--- config.mk ---
export PLATFORM = sky130hd
export DESIGN_NAME = task_in_multibank
export DESIGN_NICKNAME = d
export VERILOG_FILES = /design/src/rtl/task_in_pkg.sv /design/src/rtl/sdp_ram.sv /design/src/rtl/task_in_multibank.sv
export SDC_FILE = /design/constraint.sdc
export NUM_CORES = 2
export LEC_CHECK = 0
export CAP_MARGIN = 20
export CORE_ASPECT_RATIO = 1.1
export CORE_MARGIN = 2
export CORE_UTILIZATION = 24
export CTS_CLUSTER_SIZE = 30
export DETAILED_ROUTE_END_ITERATION = 6
export PLACE_DENSITY_LB_ADDON = 0.3
export SLEW_MARGIN = 5
export SYNTH_ARGS = -nofsm -noshare
export SYNTH_HDL_FRONTEND = slang
export SYNTH_SLANG_ARGS = --single-unit
--- constraint.sdc ---
create_clock -name i_clk -period 5.3 [get_ports i_clk]
set_input_delay 0.53 -clock i_clk [delete_from_list [all_inputs] [get_ports i_clk]]
set_output_delay 0.53 -clock i_clk [all_outputs]
set_load 0.05 [all_outputs]
--- src/rtl/task_in_pkg.sv ---
//------------------------------------------------------------------------------
// Module   : task_in_pkg
// Purpose  : Shared types and addressing helper for the multi-bank task input.
// Revision : 1.0 - initial release
//------------------------------------------------------------------------------
`default_nettype none

package task_in_pkg;

  typedef enum logic [1:0] {
    BANK_EMPTY    = 2'd0,
    BANK_FILLING  = 2'd1,
    BANK_FULL     = 2'd2,
    BANK_DRAINING = 2'd3
  } bank_state_e;

  typedef enum logic [0:0] {
    WR_LOAD    = 1'b0,
    WR_DISCARD = 1'b1
  } wr_state_e;

  // Banks are laid out back to back in one flat memory.
  function automatic int unsigned bank_addr(input int unsigned bank,
                                            input int unsigned idx,
                                            input int unsigned nwords);
    return bank * nwords + idx;
  endfunction

endpackage

`default_nettype wire

--- src/rtl/sdp_ram.sv ---
//------------------------------------------------------------------------------
// Module   : sdp_ram
// Purpose  : Simple dual-port RAM, one write port and one registered read port.
// Revision : 1.0 - initial release
//------------------------------------------------------------------------------
`default_nettype none

module sdp_ram #(
  parameter int DATA_WIDTH = 8,
  parameter int DEPTH      = 486,
  parameter int ADDR_WIDTH = $clog2(DEPTH)
) (
  input  logic                  i_clk,
  input  logic                  i_rst,
  input  logic                  i_wr_en,
  input  logic [ADDR_WIDTH-1:0] i_wr_addr,
  input  logic [DATA_WIDTH-1:0] i_wr_data,
  input  logic                  i_rd_en,
  input  logic [ADDR_WIDTH-1:0] i_rd_addr,
  output logic [DATA_WIDTH-1:0] o_rd_data
);

  logic [DATA_WIDTH-1:0] r_mem [DEPTH];
  logic [DATA_WIDTH-1:0] r_rd_data;

  always_ff @(posedge i_clk) begin
    if (i_wr_en) begin
      r_mem[i_wr_addr] <= i_wr_data;
    end
  end

  // Read register holds its value between reads so the output stays stable.
  always_ff @(posedge i_clk) begin
    if (i_rst) begin
      r_rd_data <= '0;
    end else if (i_rd_en) begin
      r_rd_data <= r_mem[i_rd_addr];
    end
  end

  assign o_rd_data = r_rd_data;

endmodule

`default_nettype wire

--- src/rtl/task_in_multibank.sv ---
//------------------------------------------------------------------------------
// Module   : task_in_multibank
// Purpose  : Round-robin multi-bank frame buffer feeding a request-driven core.
// Revision : 1.0 - initial release
//------------------------------------------------------------------------------
`default_nettype none

module task_in_multibank
  import task_in_pkg::*;
#(
  parameter int DATA_WIDTH = 8,
  parameter int NUM_WORDS  = 243,
  parameter int NUM_BANKS  = 2
) (
  input  logic                             i_clk,
  input  logic                             i_rst,
  input  logic                             i_tdata_valid,
  input  logic [DATA_WIDTH-1:0]            i_tdata,
  input  logic                             i_tdata_last,
  output logic                             o_tready,
  input  logic                             i_data_req,
  output logic                             o_frame_ready,
  output logic [DATA_WIDTH-1:0]            o_data,
  output logic                             o_data_valid,
  output logic                             o_sof,
  output logic                             o_eof,
  output logic [$clog2(NUM_WORDS+1)-1:0]   o_frame_len,
  output logic                             o_overflow
);

  localparam int DEPTH  = NUM_BANKS * NUM_WORDS;
  localparam int ADDR_W = $clog2(DEPTH);
  localparam int BANK_W = $clog2(NUM_BANKS);
  localparam int IDX_W  = $clog2(NUM_WORDS);
  localparam int LEN_W  = $clog2(NUM_WORDS + 1);

  bank_state_e           r_bank_state [NUM_BANKS];
  logic [LEN_W-1:0]      r_bank_len   [NUM_BANKS];
  logic [BANK_W-1:0]     r_wr_bank;
  logic [BANK_W-1:0]     r_rd_bank;
  logic [IDX_W-1:0]      r_wr_idx;
  logic [IDX_W-1:0]      r_rd_idx;
  wr_state_e             r_wr_state;
  wr_state_e             w_wr_state_nxt;
  logic                  r_overflow;
  logic                  r_data_valid;
  logic                  r_sof;
  logic                  r_eof;

  logic                  w_load_ok;
  logic                  w_tready;
  logic                  w_accept;
  logic                  w_store;
  logic                  w_wr_last_slot;
  logic                  w_close;
  logic                  w_trunc;
  logic                  w_frame_ready;
  logic                  w_rd_fire;
  logic [LEN_W-1:0]      w_rd_len;
  logic                  w_rd_is_last;
  logic [ADDR_W-1:0]     w_wr_addr;
  logic [ADDR_W-1:0]     w_rd_addr;

  function automatic logic [BANK_W-1:0] f_next_bank(input logic [BANK_W-1:0] b);
    return (b == BANK_W'(NUM_BANKS - 1)) ? '0 : b + 1'b1;
  endfunction

  assign w_load_ok = (r_bank_state[r_wr_bank] == BANK_EMPTY) ||
                     (r_bank_state[r_wr_bank] == BANK_FILLING);
  assign w_wr_last_slot = (r_wr_idx == IDX_W'(NUM_WORDS - 1));

  always_ff @(posedge i_clk) begin
    if (i_rst) begin
      r_wr_state <= WR_LOAD;
    end else begin
      r_wr_state <= w_wr_state_nxt;
    end
  end

  always_comb begin
    w_wr_state_nxt = r_wr_state;
    w_tready       = 1'b0;
    case (r_wr_state)
      WR_LOAD: begin
        w_tready = !i_rst && w_load_ok;
        if (!i_rst && i_tdata_valid && w_load_ok && !i_tdata_last && w_wr_last_slot) begin
          w_wr_state_nxt = WR_DISCARD;
        end
      end
      WR_DISCARD: begin
        w_tready = !i_rst;
        if (!i_rst && i_tdata_valid && i_tdata_last) begin
          w_wr_state_nxt = WR_LOAD;
        end
      end
      default: begin
        w_wr_state_nxt = WR_LOAD;
      end
    endcase
  end

  assign w_accept = i_tdata_valid && w_tready;
  assign w_store  = w_accept && (r_wr_state == WR_LOAD);
  assign w_close  = w_store && (i_tdata_last || w_wr_last_slot);
  assign w_trunc  = w_store && !i_tdata_last && w_wr_last_slot;

  assign w_frame_ready = (r_bank_state[r_rd_bank] == BANK_FULL) ||
                         (r_bank_state[r_rd_bank] == BANK_DRAINING);
  assign w_rd_fire     = i_data_req && w_frame_ready;
  assign w_rd_len      = r_bank_len[r_rd_bank];
  assign w_rd_is_last  = (LEN_W'(r_rd_idx) == (w_rd_len - LEN_W'(1)));

  // Write and read always target different banks: a bank being written is
  // EMPTY/FILLING while the read side only touches FULL/DRAINING banks.
  always_ff @(posedge i_clk) begin
    if (i_rst) begin
      for (int b = 0; b < NUM_BANKS; b++) begin
        r_bank_state[b] <= BANK_EMPTY;
        r_bank_len[b]   <= '0;
      end
      r_wr_bank    <= '0;
      r_rd_bank    <= '0;
      r_wr_idx     <= '0;
      r_rd_idx     <= '0;
      r_overflow   <= 1'b0;
      r_data_valid <= 1'b0;
      r_sof        <= 1'b0;
      r_eof        <= 1'b0;
    end else begin
      if (w_store) begin
        if (w_close) begin
          r_bank_state[r_wr_bank] <= BANK_FULL;
          r_bank_len[r_wr_bank]   <= LEN_W'(r_wr_idx) + LEN_W'(1);
          r_wr_bank               <= f_next_bank(r_wr_bank);
          r_wr_idx                <= '0;
        end else begin
          r_bank_state[r_wr_bank] <= BANK_FILLING;
          r_wr_idx                <= r_wr_idx + 1'b1;
        end
      end
      if (w_trunc) begin
        r_overflow <= 1'b1;
      end
      if (w_rd_fire) begin
        if (w_rd_is_last) begin
          r_bank_state[r_rd_bank] <= BANK_EMPTY;
          r_rd_bank               <= f_next_bank(r_rd_bank);
          r_rd_idx                <= '0;
        end else begin
          r_bank_state[r_rd_bank] <= BANK_DRAINING;
          r_rd_idx                <= r_rd_idx + 1'b1;
        end
      end
      r_data_valid <= w_rd_fire;
      r_sof        <= w_rd_fire && (r_rd_idx == '0);
      r_eof        <= w_rd_fire && w_rd_is_last;
    end
  end

  assign w_wr_addr = ADDR_W'(bank_addr(32'(r_wr_bank), 32'(r_wr_idx), NUM_WORDS));
  assign w_rd_addr = ADDR_W'(bank_addr(32'(r_rd_bank), 32'(r_rd_idx), NUM_WORDS));

  sdp_ram #(
    .DATA_WIDTH (DATA_WIDTH),
    .DEPTH      (DEPTH),
    .ADDR_WIDTH (ADDR_W)
  ) u_ram (
    .i_clk     (i_clk),
    .i_rst     (i_rst),
    .i_wr_en   (w_store),
    .i_wr_addr (w_wr_addr),
    .i_wr_data (i_tdata),
    .i_rd_en   (w_rd_fire),
    .i_rd_addr (w_rd_addr),
    .o_rd_data (o_data)
  );

  assign o_tready      = w_tready;
  assign o_frame_ready = w_frame_ready;
  assign o_data_valid  = r_data_valid;
  assign o_sof         = r_sof;
  assign o_eof         = r_eof;
  assign o_frame_len   = w_rd_len;
  assign o_overflow    = r_overflow;

endmodule

`default_nettype wire

==> flow_summary.ini <==
[synthesis]
syn_inst = 7473
synth_nets = 7505
netlist_area_sq_mm = 0.155
synthFlopType = edfxtp_1
ys_ff_latch = 3939
synthArstFlopShare = 0
yosysWarningCount = 0
ys_types = 88
ys_seq_area_frac = 0.759
synth_edf_count = 3906
syn_area_per_cell_sq_um = 20.8

[layout]
regArea_sq_mm = 0.118
area_growth_pct = 18.3
finalInstanceArea_sq_mm = 0.184
multi_input_area_sq_mm = 0.0347
post_layout_nonfiller_instances = 17059
mostFrequentLayoutCells = 3,906 x edfxtp_1, 908 x mux4_2, 609 x buf_4, 594 x nor2_1, 418 x nand2_1
drive_gt1_frac = 0.268
mostFrequentLayoutCell = edfxtp_1
post-route-util = 0.285
n_fill_cell = 63058
nets = 8195

[global_route]
overflow = 0
grtUsageTotal = 0.144
grt_pass1_wl_mm = 670
grt_max_degree = 192
grt_pass1_vias = 81709
antenna_found_initial = 40

[placed_design]
dp_hpwl_mm = 308
dpl_cell_area_sq_mm = 0.170
post-place-cells = 16309
gp_congestion = 0.837
io_buffers = 34
place_ws_ps = 32.4

[die]
core_sq_mm = 0.644
initial_core_util = 0.241
die_y_um = 848
die_w_um = 771
ioPinCount = 35
num_rows = 309
die_area_sq_mm = 0.654

[detailed_routing]
vias_per_cell = 4.66
drt.antenna.violating_nets = 0
wl_mm = 485
drc = 0
dr.pass1.iters = 5
vias = 79553
route.detailed.wl_per_inst_um = 28.4
drt_iter0_markers = 8794

[critical_path]
slowest_stage = fa_4
critPathMaxFanout = 34
crit_chain = inv_1 > fa_4 > buf_12 > buf_12 > buf_4 > mux4_1 > mux4_2 > nand2_1 > a311oi_1 > nor3_1 > o31ai_1
critPathRequiredTime_ps = 6150
endpoint_kind = register
critPathLaunchType = register
crit_top_cell = buf_12
cpPeakStageDelay_ps = 1080
crit_arrival_ps = 6020
crit_type = register to register

[sta]
rsz0062_at_grt = false
slew_headroom = 0.211
finalClockSkew_ps = 88.2
setup_ws_ps = 133
fmax_ghz = 0.194
holdWs_ps = 72.3
hold_viol_final = 0
drv_slew = 0
period_minus_slack_ps = 5170
tightest_slew_ps = 1180
fin_crit_sh = 0.975
setup_viol = 0
setup-tns-final_ps = 0

[outcome]
outcome = finished, final reports clean

[clocking]
cts_tree = built
cts_htree_levels = 5
clock_latency_ps = 1030
clockBufferDepth = 4
path_clk_slew_ps = 60
cts_inserted_buffers = 399
cts_root_buf = clkbuf_16
clock-sinks = 3939

[pwr]
vdd.ir_drop.worst_mv = 0.279
power_mw = 66.4
cellPowerDensity_mw_per_mm2 = 361
static-leakage-power_nw = 57.1

[worst_hold_path]
hold_class = input pin to register

[flow_run]
cap_violations = 0
## sequential cells by signal, summed over array words and instances (netlist names), named ones only
signal,cells
o_sof,1
r_wr_bank,1
o_overflow,1
r_bank_len,16
r_wr_state,1
o_data_valid,1
u_ram.r_mem,3888
r_bank_state,2
r_rd_bank,1
o_eof,1
r_wr_idx,8
r_rd_idx,8
u_ram.o_rd_data,8
## logic make-up (layout without fill, tap and decap cells)
family	after synthesis	in the layout	share of synthesized area
compound gates	435	435	0.0199
xor+xnor	42	42	0.00272
fa+ha+maj	19	19	0.00163
buf+inv	473	1494	0.0197
flops	3939	3939	0.759
mux	1242	1242	0.162
other cells	0	13	0
simple gates	1323	1323	0.0352
## layout make-up
type / instances / share of cell area
Clock inverter: 248 / 0.0162
Multi-Input combinational cell: 3061 / 0.189
Timing Repair Buffer: 746 / 0.0379
Tap cell: 8552 / 0.0582
Inverter: 16 / 0.000354
Clock buffer: 484 / 0.0565
Antenna cell: 13 / 0.000177
Sequential cell: 3939 / 0.642
## repair_timing
action	4_1_cts	5_1_grt
endpoints found under the hold margin	84	0
setup buffers	0	3
gates resized for setup	0	3
hold buffers	2	0
endpoints found under the setup margin	0	5
## cell usage after synthesis, types with 19 or more instances
library cell,instances,area [sq um]
mux4_2,908,20400
o211ai_1,26,195
and3_1,20,125
mux2i_1,235,2350
clkbuf_1,178,668
nand3_1,137,686
buf_12,23,460
a22oi_1,31,233
dfxtp_1,33,661
nand4_1,28,175
buf_6,31,349
a31oi_1,32,200
a21oi_1,93,465
clkbuf_8,19,262
o21ai_0,49,245
buf_2,118,591
nor3_1,39,195
a32oi_1,34,298
nor2_1,609,2290
buf_4,58,435
mux4_1,81,2130
nand2_1,437,1640
xnor2_1,20,175
edfxtp_1,3906,117000
## critical path: cells and delay by family, from the launching register on
kind                       cells  cell delay (ps)
adders and majority gates      1             1080
DFF                            1              600
and+or+nand+nor                2              980
buffers and inverters          4              930
AOI/OAI and AO/OA              2              460
muxes                          2              890
## where the power goes
| part | leakage, nW | switching, mW | internal (mW) |
|---|---|---|---|
| clock | 6.45 | 12.4 | 16.7 |
| combinational | 15.3 | 1.92 | 1.05 |
| sequential | 35.4 | 0.0387 | 34.3 |
## routing by layer
| metal | vias to the layer above | GRT usage | share of wire |
|---|---|---|---|
| met5 | - | 0 | 0.00012 |
| met1 | 43482 | 0.187 | 0.41 |
| met3 | 679 | 0.0238 | 0.064 |
| met4 | 8 | 0.0461 | 0.034 |
| met2 | 3035 | 0.245 | 0.49 |
| li1 | 32349 | - | - |
## path summary, 6_finish.rpt
path	from	to	slack, ps	cells after the start
worst min register to register	o_overflow	o_overflow	470	2
worst max-delay path	r_rd_bank	u_ram.o_rd_data[4]	130	11
worst min-delay path	i_tdata[4]	u_ram.r_mem[216][4]	70	1
worst max register to register	r_rd_bank	u_ram.o_rd_data[4]	130	11
(Power assumes the default switching activity.)
